### src/rtl/sha256_pkg.sv
// Constants and types shared between the SHA-256 core and its digest serializer.
package sha256_pkg;

    localparam int unsigned SHA256_DIGEST_W = 256;

    localparam logic [31:0] H0 = 32'h6a09e667;
    localparam logic [31:0] H1 = 32'hbb67ae85;
    localparam logic [31:0] H2 = 32'h3c6ef372;
    localparam logic [31:0] H3 = 32'ha54ff53a;
    localparam logic [31:0] H4 = 32'h510e527f;
    localparam logic [31:0] H5 = 32'h9b05688c;
    localparam logic [31:0] H6 = 32'h1f83d9ab;
    localparam logic [31:0] H7 = 32'h5be0cd19;

    localparam logic [SHA256_DIGEST_W-1:0] msg_init = {H0, H1, H2, H3, H4, H5, H6, H7};

    typedef enum logic {eIdle, eSend} ser_state_e;

endpackage

### src/rtl/sha256_digest_serializer_if.sv
// Core-side v/yumi digest handshake plus the word-wide valid/ready output link.
interface sha256_digest_serializer_if
    import sha256_pkg::*;
#(
    parameter int unsigned WORD_W = 32
);
    logic                       v_i;
    logic [SHA256_DIGEST_W-1:0] digest_i;
    logic                       yumi_o;
    logic                       v_o;
    logic                       ready_i;
    logic [WORD_W-1:0]          data_o;
    logic                       last_o;

    modport master (output v_i, digest_i, ready_i, input yumi_o, v_o, data_o, last_o);
    modport slave  (input v_i, digest_i, ready_i, output yumi_o, v_o, data_o, last_o);
endinterface

### src/rtl/sha256_digest_serializer.sv
// Buffers one SHA-256 digest and emits it as NUM_WORDS beats; the next digest may be
// captured on the last beat so back-to-back digests stream with no bubble.
module sha256_digest_serializer
    import sha256_pkg::*;
#(
    parameter int unsigned WORD_W    = 32,
    parameter bit          MSW_FIRST = 1'b1,
    parameter int unsigned CNT_W     = 16
) (
    input  logic                     clk_i,
    input  logic                     reset_i,
    input  logic                     en_i,
    sha256_digest_serializer_if.slave bus,
    output logic [CNT_W-1:0]         digest_cnt_o
);
    localparam int unsigned NUM_WORDS = SHA256_DIGEST_W / WORD_W;
    localparam int unsigned IDX_W     = (NUM_WORDS > 1) ? $clog2(NUM_WORDS) : 1;
    localparam logic [IDX_W-1:0] LAST_IDX = IDX_W'(NUM_WORDS - 1);

    if (SHA256_DIGEST_W % WORD_W != 0) begin : g_bad_word_w
        $error("sha256_digest_serializer: WORD_W must divide 256");
    end

    ser_state_e                          state_q, state_d;
    logic [IDX_W-1:0]                    idx_q, idx_d;
    logic [NUM_WORDS-1:0][WORD_W-1:0]    buf_q, buf_d;
    logic [CNT_W-1:0]                    cnt_q, cnt_d;
    logic                                send, last_word, xfer, yumi;
    logic [IDX_W-1:0]                    sel;

    always_comb begin
        send      = (state_q == eSend);
        last_word = send && (idx_q == LAST_IDX);
        xfer      = send && bus.ready_i;
        // In eSend a new digest is only taken as the final beat leaves.
        yumi      = en_i && bus.v_i && (!send || (xfer && last_word));
        sel       = MSW_FIRST ? (LAST_IDX - idx_q) : idx_q;

        state_d = state_q;
        idx_d   = idx_q;
        buf_d   = buf_q;
        cnt_d   = cnt_q;
        if (xfer) begin
            if (last_word) begin
                cnt_d   = cnt_q + 1'b1;
                idx_d   = '0;
                state_d = eIdle;
            end else begin
                idx_d = idx_q + 1'b1;
            end
        end
        if (yumi) begin
            buf_d   = bus.digest_i;
            idx_d   = '0;
            state_d = eSend;
        end
    end

    always_ff @(posedge clk_i) begin
        if (reset_i) begin
            state_q <= eIdle;
            idx_q   <= '0;
            buf_q   <= '0;
            cnt_q   <= '0;
        end else begin
            state_q <= state_d;
            idx_q   <= idx_d;
            buf_q   <= buf_d;
            cnt_q   <= cnt_d;
        end
    end

    assign bus.yumi_o   = yumi;
    assign bus.v_o      = send;
    assign bus.data_o   = send ? buf_q[sel] : '0;
    assign bus.last_o   = last_word;
    assign digest_cnt_o = cnt_q;

endmodule

### src/flat_wrapper.sv
// flat-port wrapper written by rule: the top's interface ports become plain ports
module sha256_digest_serializer_flat import sha256_pkg::*;
#(
    parameter int unsigned WORD_W    = 32,
    parameter bit          MSW_FIRST = 1'b1,
    parameter int unsigned CNT_W     = 16
)
  (clk_i, reset_i, en_i, digest_cnt_o, bus_v_i, bus_digest_i, bus_ready_i, bus_yumi_o, bus_v_o, bus_data_o, bus_last_o);
  sha256_digest_serializer_if #(.WORD_W(WORD_W)) bus_i ();
  input  logic clk_i;
  input  logic reset_i;
  input  logic en_i;
  output logic [CNT_W-1:0] digest_cnt_o;
  input wire logic [$bits(bus_i.v_i)-1:0] bus_v_i;
  input wire logic [$bits(bus_i.digest_i)-1:0] bus_digest_i;
  input wire logic [$bits(bus_i.ready_i)-1:0] bus_ready_i;
  output wire logic [$bits(bus_i.yumi_o)-1:0] bus_yumi_o;
  output wire logic [$bits(bus_i.v_o)-1:0] bus_v_o;
  output wire logic [$bits(bus_i.data_o)-1:0] bus_data_o;
  output wire logic [$bits(bus_i.last_o)-1:0] bus_last_o;
  assign bus_i.v_i = bus_v_i;
  assign bus_i.digest_i = bus_digest_i;
  assign bus_i.ready_i = bus_ready_i;
  assign bus_yumi_o = bus_i.yumi_o;
  assign bus_v_o = bus_i.v_o;
  assign bus_data_o = bus_i.data_o;
  assign bus_last_o = bus_i.last_o;
  sha256_digest_serializer #(.WORD_W(WORD_W), .MSW_FIRST(MSW_FIRST), .CNT_W(CNT_W)) u_core (.clk_i(clk_i), .reset_i(reset_i), .en_i(en_i), .bus(bus_i), .digest_cnt_o(digest_cnt_o));
endmodule
### config.mk
export PLATFORM = sky130hd
export DESIGN_NAME = sha256_digest_serializer_flat
export DESIGN_NICKNAME = d
export VERILOG_FILES = /design/src/rtl/sha256_pkg.sv /design/src/rtl/sha256_digest_serializer_if.sv /design/src/rtl/sha256_digest_serializer.sv /design/src/flat_wrapper.sv
export SDC_FILE = /design/constraint.sdc
export NUM_CORES = 1
export LEC_CHECK = 0
export BUFFER_PORTS_ARGS = -buffer_cell sky130_fd_sc_hd__buf_4
export CORE_MARGIN = 5
export CORE_UTILIZATION = 45
export DETAILED_ROUTE_END_ITERATION = 12
export PLACE_DENSITY_LB_ADDON = 0.15
export SLEW_MARGIN = 20
export SYNTH_ARGS = -nofsm -noshare
export SYNTH_HDL_FRONTEND = slang
export SYNTH_SLANG_ARGS = --single-unit
### constraint.sdc
create_clock -name clk_i -period 2.7 [get_ports clk_i]
set_clock_uncertainty 0.15 [all_clocks]
set_input_delay 0.27 -clock clk_i [delete_from_list [all_inputs] [get_ports clk_i]]
set_output_delay 0.27 -clock clk_i [all_outputs]
set_load 0.05 [all_outputs]
==> impl_metrics.csv, run 1 <==
group,metric,value,unit
critical_path,critPathRequiredTime,2.28,ns
timing,timing.fmax,376,MHz
synth,syn_area_per_cell,8.68,µm²
synth,yosysSeqAreaShare,46.5,%
synth,synth_top_family_by_area,"simple AND/OR/NAND/NOR gates",
die,dieArea,0.0298,mm²
grt,antenna_found_initial,7,
routing,dr.pass1.iters,5,
finish,fin_area,0.0181,mm²
timing,fin_ws,0.0420,ns
timing,max_slew_margin,42.9,%
finish,area_growth,52.4,%
routing,ant_nets,0,
grt,grt_pass1_vias,11900,
critical_path,critical_path.endpoint,"bus_data_o[15]",
placement,gp_congestion,0.840,
critical_path,critPathLaunch,"u_core.idx_q[0]",
synth,synthDistinctLibCells,36,
synth,yosys_warnings,0,
clocking,numCtsBuffers,30,
timing,tightest_slew,0.857,ns
timing,drv_slew,0,
critical_path,cp-start-kind,"flip-flop",
timing,rsz0062_at_grt,"true",
synth,synthTopCellsByArea,"dfxtp_1 (46%), nand2_1 (16%), mux4_2 (12%), a21oi_1 (11%), mux2i_1 (2.9%)",
min_path,worstHoldStart,"bus_ready_i",
synth,synth-edff-count,0,
synth,yosys.area.top_type,"dfxtp_1",
grt,grt_usage,25.4,%
routing,vias_per_cell,5.16,
synth,yosys.area_share.simple,20.3,%
grt,grt_overflow,0,
synth,synth_xor_area_share,0.663,%
power,power.leakage,6.97,nW
synth,async_reset_ff_share,0,%
outcome,status,"finished, final reports clean",
die,design.core.area,0.0261,mm²
die,die_h,173,µm
routing,drc,0,
clocking,cts_root_buffer,"clkbuf_16",
min_path,hold_path_class,"in -> reg",
timing,fin_crit,2.66,ns
critical_path,cp-end-kind,"primary output",
synth,synthFlopType,"dfxtp_1",
synth,yosys.area_share.adder,0.316,%
synth,synth.cell_area,0.0119,mm²
routing,routed_wirelength,40500,µm
timing,setup_violations,0,
critical_path,crit_arrival,2.24,ns
placement,hpwlAfterDp,24400,µm
die,ios,312,
placement,dpl_cell_area,0.0142,mm²
placement,dp_slack,0.388,ns
timing,period_share,98.4,%
clocking,tritoncts,"yes",
synth,synth_top_area_share,46.5,%
synth,synth_mux_area_share,15.1,%
timing,whs,0.0398,ns
clocking,worstSkewPairLatency,0.54,ns
clocking,clk_pin_slew,0.06,ns
critical_path,r2r_cells,7,
critical_path,reg2reg_from,"u_core.idx_q[0]",
power,ir_drop,0.444,mV
die,rows,59,
power,pwr_density_cell,534,mW/mm²
critical_path,worstSetupPathType,"reg -> out",
clocking,htree_levels,1,
grt,grt_pass1_wl,62300,µm
routing,drtIter0Drc,769,
routing,vias,11600,
critical_path,path_max_fanout,9,
die,die_w,173,µm
die,initial_utilization,45.6,%
grt,grt_max_degree,213,
synth,synth_compound_area_share,11.4,%
placement,port_buffers,311,
routing,detail_route.wl_per_cell,18.0,µm
finish,layout-drive-gt1-share,23.8,%
timing,hold_violations,0,
finish,fin_nets,2151,
critical_path,r2r-end,"u_core.buf_q[108]",
synth,ys_seq_elements,276,
critical_path,r2r_slack,0.19,ns
flow_run,drv_cap,0,
clocking,clock-sinks,276,
synth,postSynthCellCount,1370,
synth,synth_nets,1634,
clocking,cts_buffer_depth,3,
-- registers in the layout (all words and copies together), names as in the netlist --
| name | cells |
|---|---|
| u_core.buf_q | 256 |
| u_core.digest_cnt_o | 16 |
| u_core.idx_q | 3 |
| u_core.bus.v_o | 1 |
-- metrics by stage --
step / setup TNS [ns] / cells / power [mW] / utilization, %
3_3_place_gp: 0 / 1923 / 5.42 / 54.7
4_1_cts: 0 / 2238 / 9.69 / 68.6
3_5_place_dp: 0 / 1923 / 5.44 / 54.7
2_1_floorplan: 0 / 1370 / 4.98 / -
6_report: 0 / 2253 / 9.68 / 69.5
5_1_grt: -0.117 / 2251 / 10.1 / 69.5
-- cell type report --
class                   count  area [µm²]
fillers                  1981        7950
multi-input cells         979        5680
flip-flops and latches    276        5540
repair buffers            597        5470
clock buffers              47         886
well taps                 335         419
clock inverters             7        63.8
inverters                   3        37.5
diodes                      9        22.5
-- cell families (layout without fill, tap and decap cells) --
| logic type | Yosys count | after routing |
|---|---|---|
| DFF | 276 | 276 |
| and+or+nand+nor | 599 | 599 |
| other | 0 | 9 |
| adders and majority gates | 3 | 3 |
| AOI/OAI and AO/OA | 269 | 269 |
| muxes | 99 | 99 |
| buffers and inverters | 115 | 654 |
| xor gates and xnor gates | 9 | 9 |
-- cell usage in the layout, fill, tap and decap left out, types with 2 or more instances in the layout --
| cell type | count |
|---|---|
| a21oi_1 | 263 |
| buf_12 | 6 |
| buf_16 | 5 |
| buf_4 | 296 |
| buf_6 | 26 |
| clkbuf_1 | 11 |
| clkbuf_16 | 34 |
| clkbuf_8 | 6 |
| clkinv_2 | 5 |
| dfxtp_1 | 272 |
| dfxtp_2 | 2 |
| dfxtp_4 | 2 |
| diode_2 | 9 |
| dlygate4sd3_1 | 259 |
| ha_1 | 3 |
| inv_1 | 2 |
| mux2i_1 | 34 |
| mux4_2 | 64 |
| nand2_1 | 519 |
| nand3_1 | 6 |
| nand4_1 | 6 |
| nor2_1 | 14 |
| nor2b_1 | 33 |
| nor3_1 | 7 |
| nor4_1 | 4 |
| o21ai_0 | 3 |
| or3_1 | 2 |
| xnor2_1 | 5 |
| xor2_1 | 4 |
-- routing by layer --
metal,GRT usage [%],vias up,wire length (µm)
li1,-,5647,-
met1,29.6,5491,15700
met2,45.7,400,20800
met3,5.07,94,2300
met4,10.3,0,1650
met5,0,-,0
-- critical path, cell delays in order, from the launching register on --
cell     delay (ns)
dfxtp_4        0.49
buf_16         0.19
mux4_2         0.54
mux2i_1        0.18
nor2b_1        0.11
buf_6          0.17
-- synth_stat cells, drive strengths merged (2+ instances only) --
cell / number
buf: 75
or3: 2
dfxtp: 276
nand2: 520
xnor2: 5
inv: 2
nor3: 7
nand3: 6
xor2: 4
o21ai: 3
clkbuf: 37
mux2i: 34
ha: 3
mux4: 64
nor4: 4
nand4: 7
a21oi: 263
nor2: 14
nor2b: 33
-- timing repair --
item / in CTS / in global routing
pin swaps: 0 / 0
setup endpoints to repair: 32 / 25
gates resized for setup: 5 / 32
setup buffers: 0 / 3
hold buffers: 259 / 0
cloned: 2 / 3
hold endpoints to repair: 257 / 0
-- worst min path at each step --
stage / depth (start not counted) / slack, ns / end
2_1_floorplan: 2 / 0.26 / u_core.buf_q[0]
3_3_place_gp: 2 / 0.29 / u_core.buf_q[212]
3_5_place_dp: 2 / 0.30 / u_core.buf_q[50]
4_1_cts: 4 / 0.01 / u_core.digest_cnt_o[0]
5_1_grt: 4 / 0.06 / u_core.digest_cnt_o[0]
6_report: 4 / 0.04 / u_core.digest_cnt_o[0]
-- power by group --
group / switching, mW / internal, mW / total (mW)
clock: 1.63 / 2.33 / 3.97
sequential: 0.0933 / 4.25 / 4.34
combinational: 0.605 / 0.761 / 1.37
No activity file was read; power rests on OpenSTA's default activity.
==> run 2: changes to the inputs <==
--- a/config.mk
+++ b/config.mk
@@ -10,7 +10,7 @@
 export CORE_UTILIZATION = 45
 export DETAILED_ROUTE_END_ITERATION = 12
 export PLACE_DENSITY_LB_ADDON = 0.15
-export SLEW_MARGIN = 20
+export SETUP_SLACK_MARGIN = 0.4
 export SYNTH_ARGS = -nofsm -noshare
 export SYNTH_HDL_FRONTEND = slang
 export SYNTH_SLANG_ARGS = --single-unit
==> impl_metrics.csv, run 2 (synthesis gave the netlist of run 1 again) <==
group,metric,value,unit
critical_path,path_max_fanout,10,
placement,port_buffers,311,
critical_path,reg2reg_from,"u_core.idx_q[0]",
clocking,worstSkewPairLatency,0.54,ns
routing,ant_nets,0,
finish,largest_register_ff_count,256,
critical_path,r2r_cells,10,
die,ios,312,
die,dieArea,0.0298,mm²
power,power.leakage,7.40,nW
clocking,cts_root_buffer,"clkbuf_16",
grt,grt_pass1_vias,12300,
clocking,cts_buffer_depth,3,
clocking,clock-sinks,276,
power,clockPowerShare,40.5,%
grt,grt_overflow,0,
timing,timing.fmax,371,MHz
critical_path,crit_arrival,2.28,ns
outcome,status,"finished, final reports clean",
grt,antenna_found_initial,6,
critical_path,r2r_slack,0.41,ns
critical_path,cp-start-kind,"flip-flop",
power,power_frac_comb,15.8,%
min_path,worst_hold_path.endpoint,"u_core.digest_cnt_o[0]",
power,ir_drop,0.431,mV
finish,largest-register,"u_core.buf_q",
power,swShare,25.0,%
placement,hpwlAfterDp,24600,µm
routing,vias_per_cell,5.31,
timing,setup_violations,0,
routing,drc,0,
die,die_h,173,µm
power,switching_power,2.49,mW
timing,fin_ws,0.00420,ns
grt,grt_usage,27.4,%
clocking,clk_pin_slew,0.06,ns
power,pwr_density_cell,517,mW/mm²
grt,grt_pass1_wl,66400,µm
finish,fin_nets,2183,
finish,layout-drive-gt1-share,30.7,%
placement,dp_slack,0.407,ns
critical_path,cp-end-kind,"primary output",
min_path,hold_depth,4,
finish,final_cells,2283,
die,initial_utilization,45.6,%
placement,gp_congestion,0.815,
timing,rsz0062_at_grt,"true",
timing,hold_violations,0,
routing,dr.pass1.iters,5,
power,internal_power,7.47,mW
critical_path,r2r-end,"u_core.buf_q[104]",
timing,max_slew_margin,53.5,%
power,power,9.96,mW
finish,post-route-util,73.9,%
die,design.core.area,0.0261,mm²
routing,routed_wirelength,45000,µm
routing,drtIter0Drc,958,
timing,tightest_slew,0.697,ns
placement,dp.cells,1928,
timing,drv_slew,0,
finish,mostFrequentLayoutCell,"nand2_1",
grt,grt_max_degree,87,
routing,vias,12100,
die,rows,59,
min_path,hold_path_class,"in -> reg",
finish,area_growth,61.9,%
flow_run,drv_cap,0,
min_path,worstHoldStart,"bus_ready_i",
clocking,numCtsBuffers,29,
die,die_w,173,µm
clocking,tritoncts,"yes",
finish,mostFrequentLayoutCells,"nand2_1 (500), buf_4 (287), dfxtp_1 (273)",
timing,fin_crit,2.70,ns
power,p_seq_share,43.7,%
timing,period_share,99.8,%
critical_path,worstSetupPathType,"reg -> out",
critical_path,critPathRequiredTime,2.28,ns
routing,detail_route.wl_per_cell,19.7,µm
clocking,htree_levels,1,
[run 2: cell count changes in the layout (fill, tap and decap cells not counted), sizes merged]
cell      before  now
inv            3    4
diode          9    6
clkbuf        51   52
clkinvlp       0    1
clkinv         6   12
bufbuf         0    1
buf          334  357
[run 2: layer usage]
layer | GRT usage, % | share of wire, %
met5 | 0 | 0.016
met4 | 10.1 | 4.0
met3 | 4.85 | 6.1
met2 | 49.5 | 52
met1 | 32.5 | 38
[run 2: worst max path at each step]
| stage | startpoint | to | slack (ns) |
|---|---|---|---|
| after floorplan | u_core.bus.v_o | bus_data_o[23] | 0.59 |
| final | u_core.idx_q[0] | bus_data_o[0] | 0.004 |
| after global placement | u_core.idx_q[0] | bus_data_o[28] | 0.44 |
| after CTS | u_core.idx_q[0] | bus_data_o[5] | 0.004 |
| after detailed placement | u_core.idx_q[0] | u_core.buf_q[219] | 0.41 |
| after global routing | u_core.idx_q[0] | bus_data_o[0] | -0.04 |
[run 2: power by group through the flow]
stage / registers (mW) / logic (mW) / clock network [mW]
after global placement: 4.43 / 1.01 / 0
after global routing: 4.37 / 1.68 / 4.24
after CTS: 4.35 / 1.41 / 4.07
after detailed placement: 4.43 / 1.02 / 0
after floorplan: 4.40 / 0.584 / 0
final: 4.35 / 1.57 / 4.03
[run 2: layout make-up]
cell class | count | area [µm²]
Clock buffer | 42 | 875
Tap cell | 335 | 419
Antenna cell | 6 | 15.0
Multi-Input combinational cell | 979 | 6020
Timing Repair inverter | 3 | 48.8
Inverter | 3 | 27.5
Timing Repair Buffer | 627 | 6210
Sequential cell | 276 | 5530
Fill cell | 1810 | 6810
Clock inverter | 12 | 95.1
[run 2: repair_timing]
| item | 4_1_cts | 5_1_grt |
|---|---|---|
| pin swaps | 1 | 10 |
| hold endpoints to repair | 257 | 0 |
| hold buffers | 259 | 0 |
| buffers inserted | 10 | 5 |
| resized for setup | 49 | 117 |
| endpoints found under the setup margin | 36 | 265 |
| gates cloned | 11 | 10 |
[run 2: critical path, cell delays in order, from the launching register on]
cell and delay, ns:
dfxtp_4 0.43, buf_12 0.15, buf_16 0.15, mux4_2 0.53, mux2i_1 0.22, nor2b_2 0.08, buf_6 0.16
[run 2: through the flow]
stage	TNS, ns	hold WS, ns	instance area (µm²)
5_1_grt	-0.247	0.0624	19200
4_1_cts	0	0.0137	18500
3_5_place_dp	0	0.294	14400
6_report	0	0.0470	19200
2_1_floorplan	0	0.256	12000
3_3_place_gp	0	0.289	14400
